`src/rtl/ddr_refresh_arbiter_pkg.sv`:
```
// ddr_pkg: arbiter state encoding and default DDR4 refresh timing
package ddr_pkg;
  typedef enum logic [2:0] {IDLE, HOST, PRE, WAIT_RP, REF, WAIT_RFC} arb_state_e;
  localparam int DDR_T_REFI = 6240;
  localparam int DDR_T_RFC = 280;
  localparam int DDR_T_RP = 14;
  localparam int DDR_MAX_POSTPONE = 8;
endpackage

```
`src/rtl/ddr_refresh_arbiter_if.sv`:
```
// ddr_refresh_arbiter_if: host command handshake and refresh status bundle
interface ddr_refresh_arbiter_if;
  logic cmd_rdy;
  logic host_gnt;
  logic host_done;
  logic pre_all;
  logic ref_cmd;
  logic ref_busy;
  logic [3:0] ref_pending;
  logic ref_overflow;
  modport master(output cmd_rdy, host_done, input host_gnt, pre_all, ref_cmd, ref_busy, ref_pending, ref_overflow);
  modport slave(input cmd_rdy, host_done, output host_gnt, pre_all, ref_cmd, ref_busy, ref_pending, ref_overflow);
endinterface

```
`src/rtl/ddr_refi_timer.sv`:
```
// ddr_refi_timer: free-running tREFI counter emitting a registered one-cycle tick on wrap
module ddr_refi_timer
  import ddr_pkg::*;
#(
  parameter int T_REFI = DDR_T_REFI,
  parameter int CNT_W = 16
) (
  input  logic CK_t,
  input  logic reset,
  output logic tick
);
  logic [CNT_W-1:0] cnt;
  logic wrap;
  assign wrap = cnt == CNT_W'(T_REFI - 1);
  // count 0..T_REFI-1; tick lands T_REFI cycles after reset release
  always_ff @(posedge CK_t) begin
    if (reset) begin
      cnt <= '0;
      tick <= 1'b0;
    end else begin
      cnt <= wrap ? '0 : cnt + CNT_W'(1);
      tick <= wrap;
    end
  end
endmodule

```
`src/rtl/ddr_refresh_arbiter.sv`:
```
// ddr_refresh_arbiter: shares the command path between host traffic and PRE-ALL/REFRESH; DDR_REF_POSTPONE_EN lets refresh defer to a waiting host
module ddr_refresh_arbiter
  import ddr_pkg::*;
#(
  parameter int T_REFI = DDR_T_REFI,
  parameter int T_RFC = DDR_T_RFC,
  parameter int T_RP = DDR_T_RP,
  parameter int MAX_POSTPONE = DDR_MAX_POSTPONE,
  parameter int CNT_W = 16
) (
  input logic CK_t,
  input logic reset,
  ddr_refresh_arbiter_if.slave bus
);
  arb_state_e state, next;
  logic [CNT_W-1:0] wcnt, wcnt_next;
  logic tick, full, want_ref, dec;
  ddr_refi_timer #(.T_REFI(T_REFI), .CNT_W(CNT_W)) u_timer (
    .CK_t (CK_t),
    .reset(reset),
    .tick (tick)
  );
  assign full = bus.ref_pending == 4'(MAX_POSTPONE);
  assign dec = state == WAIT_RFC && wcnt == '0;
`ifdef DDR_REF_POSTPONE_EN
  assign want_ref = full || (bus.ref_pending != '0 && !bus.cmd_rdy);
`else
  assign want_ref = bus.ref_pending != '0;
`endif
  // next state; wait counters load remaining-cycles-minus-one on entry to each wait
  always_comb begin
    next = state;
    wcnt_next = wcnt - CNT_W'(1);
    case (state)
      IDLE:     next = want_ref ? PRE : bus.cmd_rdy ? HOST : IDLE;
      HOST:     next = bus.host_done ? IDLE : HOST;
      PRE: begin
        next = WAIT_RP;
        wcnt_next = CNT_W'(T_RP - 2);
      end
      WAIT_RP:  next = wcnt == '0 ? REF : WAIT_RP;
      REF: begin
        next = WAIT_RFC;
        wcnt_next = CNT_W'(T_RFC - 2);
      end
      WAIT_RFC: next = dec ? IDLE : WAIT_RFC;
      default:  next = IDLE;
    endcase
  end
  // state register and registered strobes decoded from the next state
  always_ff @(posedge CK_t) begin
    if (reset) begin
      state <= IDLE;
      wcnt <= '0;
      bus.host_gnt <= 1'b0;
      bus.pre_all <= 1'b0;
      bus.ref_cmd <= 1'b0;
      bus.ref_busy <= 1'b0;
    end else begin
      state <= next;
      wcnt <= wcnt_next;
      bus.host_gnt <= next == HOST;
      bus.pre_all <= next == PRE;
      bus.ref_cmd <= next == REF;
      bus.ref_busy <= next != IDLE && next != HOST;
    end
  end
  // outstanding refresh count: tick and completion cancel, ticks saturate and flag overflow
  always_ff @(posedge CK_t) begin
    if (reset) begin
      bus.ref_pending <= '0;
      bus.ref_overflow <= 1'b0;
    end else begin
      bus.ref_pending <= (tick && !dec) ? (full ? bus.ref_pending : bus.ref_pending + 4'd1) :
                         (dec && !tick) ? bus.ref_pending - 4'd1 : bus.ref_pending;
      bus.ref_overflow <= bus.ref_overflow | (tick & full);
    end
  end
endmodule

```
`src/flat_wrapper.sv`:
```
// flat-port wrapper written by rule: the top's interface ports become plain ports
module ddr_refresh_arbiter_flat import ddr_pkg::*;
#(
  parameter int T_REFI = DDR_T_REFI,
  parameter int T_RFC = DDR_T_RFC,
  parameter int T_RP = DDR_T_RP,
  parameter int MAX_POSTPONE = DDR_MAX_POSTPONE,
  parameter int CNT_W = 16
)
  (CK_t, reset, bus_cmd_rdy, bus_host_done, bus_host_gnt, bus_pre_all, bus_ref_cmd, bus_ref_busy, bus_ref_pending, bus_ref_overflow);
  ddr_refresh_arbiter_if bus_i ();
  input logic CK_t;
  input logic reset;
  input wire logic [$bits(bus_i.cmd_rdy)-1:0] bus_cmd_rdy;
  input wire logic [$bits(bus_i.host_done)-1:0] bus_host_done;
  output wire logic [$bits(bus_i.host_gnt)-1:0] bus_host_gnt;
  output wire logic [$bits(bus_i.pre_all)-1:0] bus_pre_all;
  output wire logic [$bits(bus_i.ref_cmd)-1:0] bus_ref_cmd;
  output wire logic [$bits(bus_i.ref_busy)-1:0] bus_ref_busy;
  output wire logic [$bits(bus_i.ref_pending)-1:0] bus_ref_pending;
  output wire logic [$bits(bus_i.ref_overflow)-1:0] bus_ref_overflow;
  assign bus_i.cmd_rdy = bus_cmd_rdy;
  assign bus_i.host_done = bus_host_done;
  assign bus_host_gnt = bus_i.host_gnt;
  assign bus_pre_all = bus_i.pre_all;
  assign bus_ref_cmd = bus_i.ref_cmd;
  assign bus_ref_busy = bus_i.ref_busy;
  assign bus_ref_pending = bus_i.ref_pending;
  assign bus_ref_overflow = bus_i.ref_overflow;
  ddr_refresh_arbiter #(.T_REFI(T_REFI), .T_RFC(T_RFC), .T_RP(T_RP), .MAX_POSTPONE(MAX_POSTPONE), .CNT_W(CNT_W)) u_core (.CK_t(CK_t), .reset(reset), .bus(bus_i));
endmodule
```
`config.mk`:
```
export PLATFORM = sky130hd
export DESIGN_NAME = ddr_refresh_arbiter_flat
export DESIGN_NICKNAME = d
export VERILOG_FILES = /design/src/rtl/ddr_refresh_arbiter_pkg.sv /design/src/rtl/ddr_refresh_arbiter_if.sv /design/src/rtl/ddr_refi_timer.sv /design/src/rtl/ddr_refresh_arbiter.sv /design/src/flat_wrapper.sv
export SDC_FILE = /design/constraint.sdc
export NUM_CORES = 1
export LEC_CHECK = 0
export BUFFER_PORTS_ARGS = -buffer_cell sky130_fd_sc_hd__buf_2
export CAP_MARGIN = 20
export CORE_ASPECT_RATIO = 1.1
export CORE_MARGIN = 5
export CORE_UTILIZATION = 55
export CTS_CLUSTER_DIAMETER = 80
export CTS_CLUSTER_SIZE = 10
export DETAILED_ROUTE_END_ITERATION = 10
export PLACE_DENSITY = 0.82
export SLEW_MARGIN = 25
export SYNTH_ARGS = -nofsm -noshare
export SYNTH_HDL_FRONTEND = slang
export SYNTH_SLANG_ARGS = --single-unit
```
`constraint.sdc`:
```
create_clock -name CK_t -period 2.85 [get_ports CK_t]
set_input_delay 0.57 -clock CK_t [delete_from_list [all_inputs] [get_ports CK_t]]
set_output_delay 0.57 -clock CK_t [all_outputs]
set_load 0.03 [all_outputs]
```
==> run metrics <==
Psw=0.5606 mW; Num CTS Buffers=5; CTS Buffer Depth=2; Final period util=0.8697; vias in the first global route=1515; worst setup slack after placement=375.4 ps; worst-path maximum fanout=4; DRC=0; power per cell area=764.5 nW/um^2; slew margin rel.=0.5821; post-CTS setup buffer count=0; final setup violating endpoints=0; Main synth FF type=dfxtp_1; HPWL Detailed=2709 um; Die W=68.35 um; Clock Skew=8.371 ps; Routed WL per cell=12.42 um; crit path time final=2479 ps; CTS tree=yes; register area=900.9 um^2; Mapped Nets=246; Synth async-reset ratio=0; area grow syn2layout=11.00%; Hold Vio Cnt, Final=0; Antenna Nets Post-Route=0; Final WS setup=371.3 ps; Cells after DPL=293; gr ovfl total=0; Mapped Area=2059 um^2; Die Y=74.18 um; Via density=5.399; CP required=3040 ps; later-pin clock latency in the skew report=300 ps; reg-to-reg setup timing slack=370 ps; Global Route Usage Sum=0.1658; Worst Max-Slew Pin Slew=621.1 ps; Leak=0.8764 nW; Comb power frac=0.261; Slew Viols, Final=0; mean area per synthesized cell=8.727 um^2; part of the power in registers=0.464; gpl congestion=0.7948; Initial Utilization=0.5680; fin nets=260; die footprint=5070 um^2; diode count=0; largest net degree at the start of global routing=20; sequential share of the synthesized area=0.4374; # H-tree levels=2; distinct cell type count after synthesis=37; core area=3626 um^2; DR vias=1625; fin util=0.6304; Net Sw Frac=0.3208; 1st-pass router iterations=4; hold buffers post-CTS=0; Post-DP Area=2171 um^2; Worst setup SP type=flip-flop; clock network power share=0.276; wirelength, routed=3737 um; status=completed; post-route setup TNS=0 ps; CP Capture Type=flip-flop; cell count after synthesis=236; Worst EP arrival=2670 ps; Worst IR Drop VDD=0.3870 mV; YS warnings=0; Cell Count, Final, Fillers Out=301; CTS resizes=0; Final Instance Area=2286 um^2; drt first-iter violations=67; Max Fclk=403.4 MHz; CTS sink cnt=45; Port Buffers=12; IO Pins=13; Multi-input gate area=1114 um^2; Synth Register Bits=45; share of layout cells above drive strength 1=0.1076; first-pass GRT wire length=6361 um; Post-synth EDFFs=0; row cnt=23; RSZ-0062 raised after global routing=false; Overall Power=1.748 mW; initial antenna violation count=0; Clk pin slew, worst setup/hold paths=80 ps; Root Buffer=clkbuf_8; Min-Delay Path Class=flip-flop to flip-flop; CP Class=flip-flop to flip-flop; # Max-Cap Violations=0; Internal Dissipation=1.187 mW; fillers=307; hold_ws=445.9 ps
[cell usage in the layout (no fill, tap or decap), types with 2 or more instances in the layout]
cell type / Yosys / layout
nor2_1: 50 / 50
dfxtp_1: 45 / 45
xnor2_1: 16 / 16
nand2_1: 15 / 15
nor3_1: 14 / 14
a21oi_1: 14 / 14
xor2_1: 13 / 13
buf_2: 0 / 12
nand3_1: 9 / 9
inv_1: 5 / 5
ha_1: 5 / 5
clkbuf_8: 0 / 5
o21ai_0: 4 / 4
nand4_1: 4 / 4
nor4b_1: 3 / 3
nand3b_1: 3 / 3
and4_1: 3 / 3
nor4_4: 2 / 2
nand2b_1: 2 / 2
nor4_1: 2 / 2
o21a_1: 2 / 2
and3_1: 2 / 2
buf_4: 0 / 2
[Yosys cell counts, drive strengths merged, types with 3 or more instances]
library cell	instances	area share
nand3b	3	0.011
a21oi	14	0.034
nand3	10	0.027
nor4	4	0.027
nor2	50	0.091
nor3	15	0.039
dfxtp	45	0.44
ha	5	0.030
inv	5	0.0091
and4	3	0.013
nor4b	4	0.020
xnor2	16	0.068
o21ai	4	0.0097
clkbuf	7	0.013
nand4	4	0.012
nand2	15	0.027
xor2	13	0.055
[per-layer routing]
metal  track usage  routed length [um]
met5             0                   0
met4       0.08168                  71
met3       0.03625                 153
met2        0.2923                1968
met1        0.1862                1543
[flip-flops by register name, indices dropped and copies added, names as in the netlist]
register,flops
u_core.u_timer.cnt,16
u_core.wcnt,16
u_core.bus.ref_pending,4
u_core.state,3
u_core.bus.host_gnt,1
u_core.bus.pre_all,1
u_core.bus.ref_busy,1
u_core.bus.ref_cmd,1
u_core.bus.ref_overflow,1
u_core.u_timer.tick,1
[worst max-delay path: stages (launching register included)]
cell	delay [ps]
dfxtp_1	350
nor4_4	340
nand3_2	180
o31ai_1	340
ha_1	290
a21o_1	180
a21oi_1	160
mux2i_1	210
mux2_1	330
[area by class of cell]
| type | instances | area share |
|---|---|---|
| inverter | 5 | 0.008210 |
| timing repair buffer | 14 | 0.03284 |
| sequential | 45 | 0.3941 |
| tap | 50 | 0.02737 |
| clock buffer | 5 | 0.03010 |
| clock inverter | 3 | 0.02025 |
| multi-input combinational | 179 | 0.4871 |
[worst paths after layout]
check                                           end  cells past startpoint                               start
max          u_core.bus.ref_pending[3]$_SDFFE_PP0P_                      8           u_core.wcnt[5]$_SDFF_PP0_
min              u_core.bus.ref_overflow$_SDFF_PP0_                      2  u_core.bus.ref_overflow$_SDFF_PP0_
max reg2reg  u_core.bus.ref_pending[3]$_SDFFE_PP0P_                      8           u_core.wcnt[5]$_SDFF_PP0_
min reg2reg      u_core.bus.ref_overflow$_SDFF_PP0_                      2  u_core.bus.ref_overflow$_SDFF_PP0_
[cells by family (layout without fill, tap and decap cells)]
family,after synthesis,after routing,synth area share
fa+ha+maj,6,6,0.04010
mux,2,2,0.01033
buf+inv,12,27,0.02187
xor+xnor,29,29,0.1233
simple gates,117,117,0.2971
flops,45,45,0.4374
compound gates,25,25,0.06987
[power by group through the flow]
stage	sequential, mW	clock, mW	combinational, mW
floorplan	0.810	0	0.355
global placement	0.820	0	0.442
detailed placement	0.825	0	0.456
CTS	0.811	0.491	0.460
global route	0.823	0.518	0.508
finish	0.810	0.482	0.456
(Power assumes the default switching activity.)
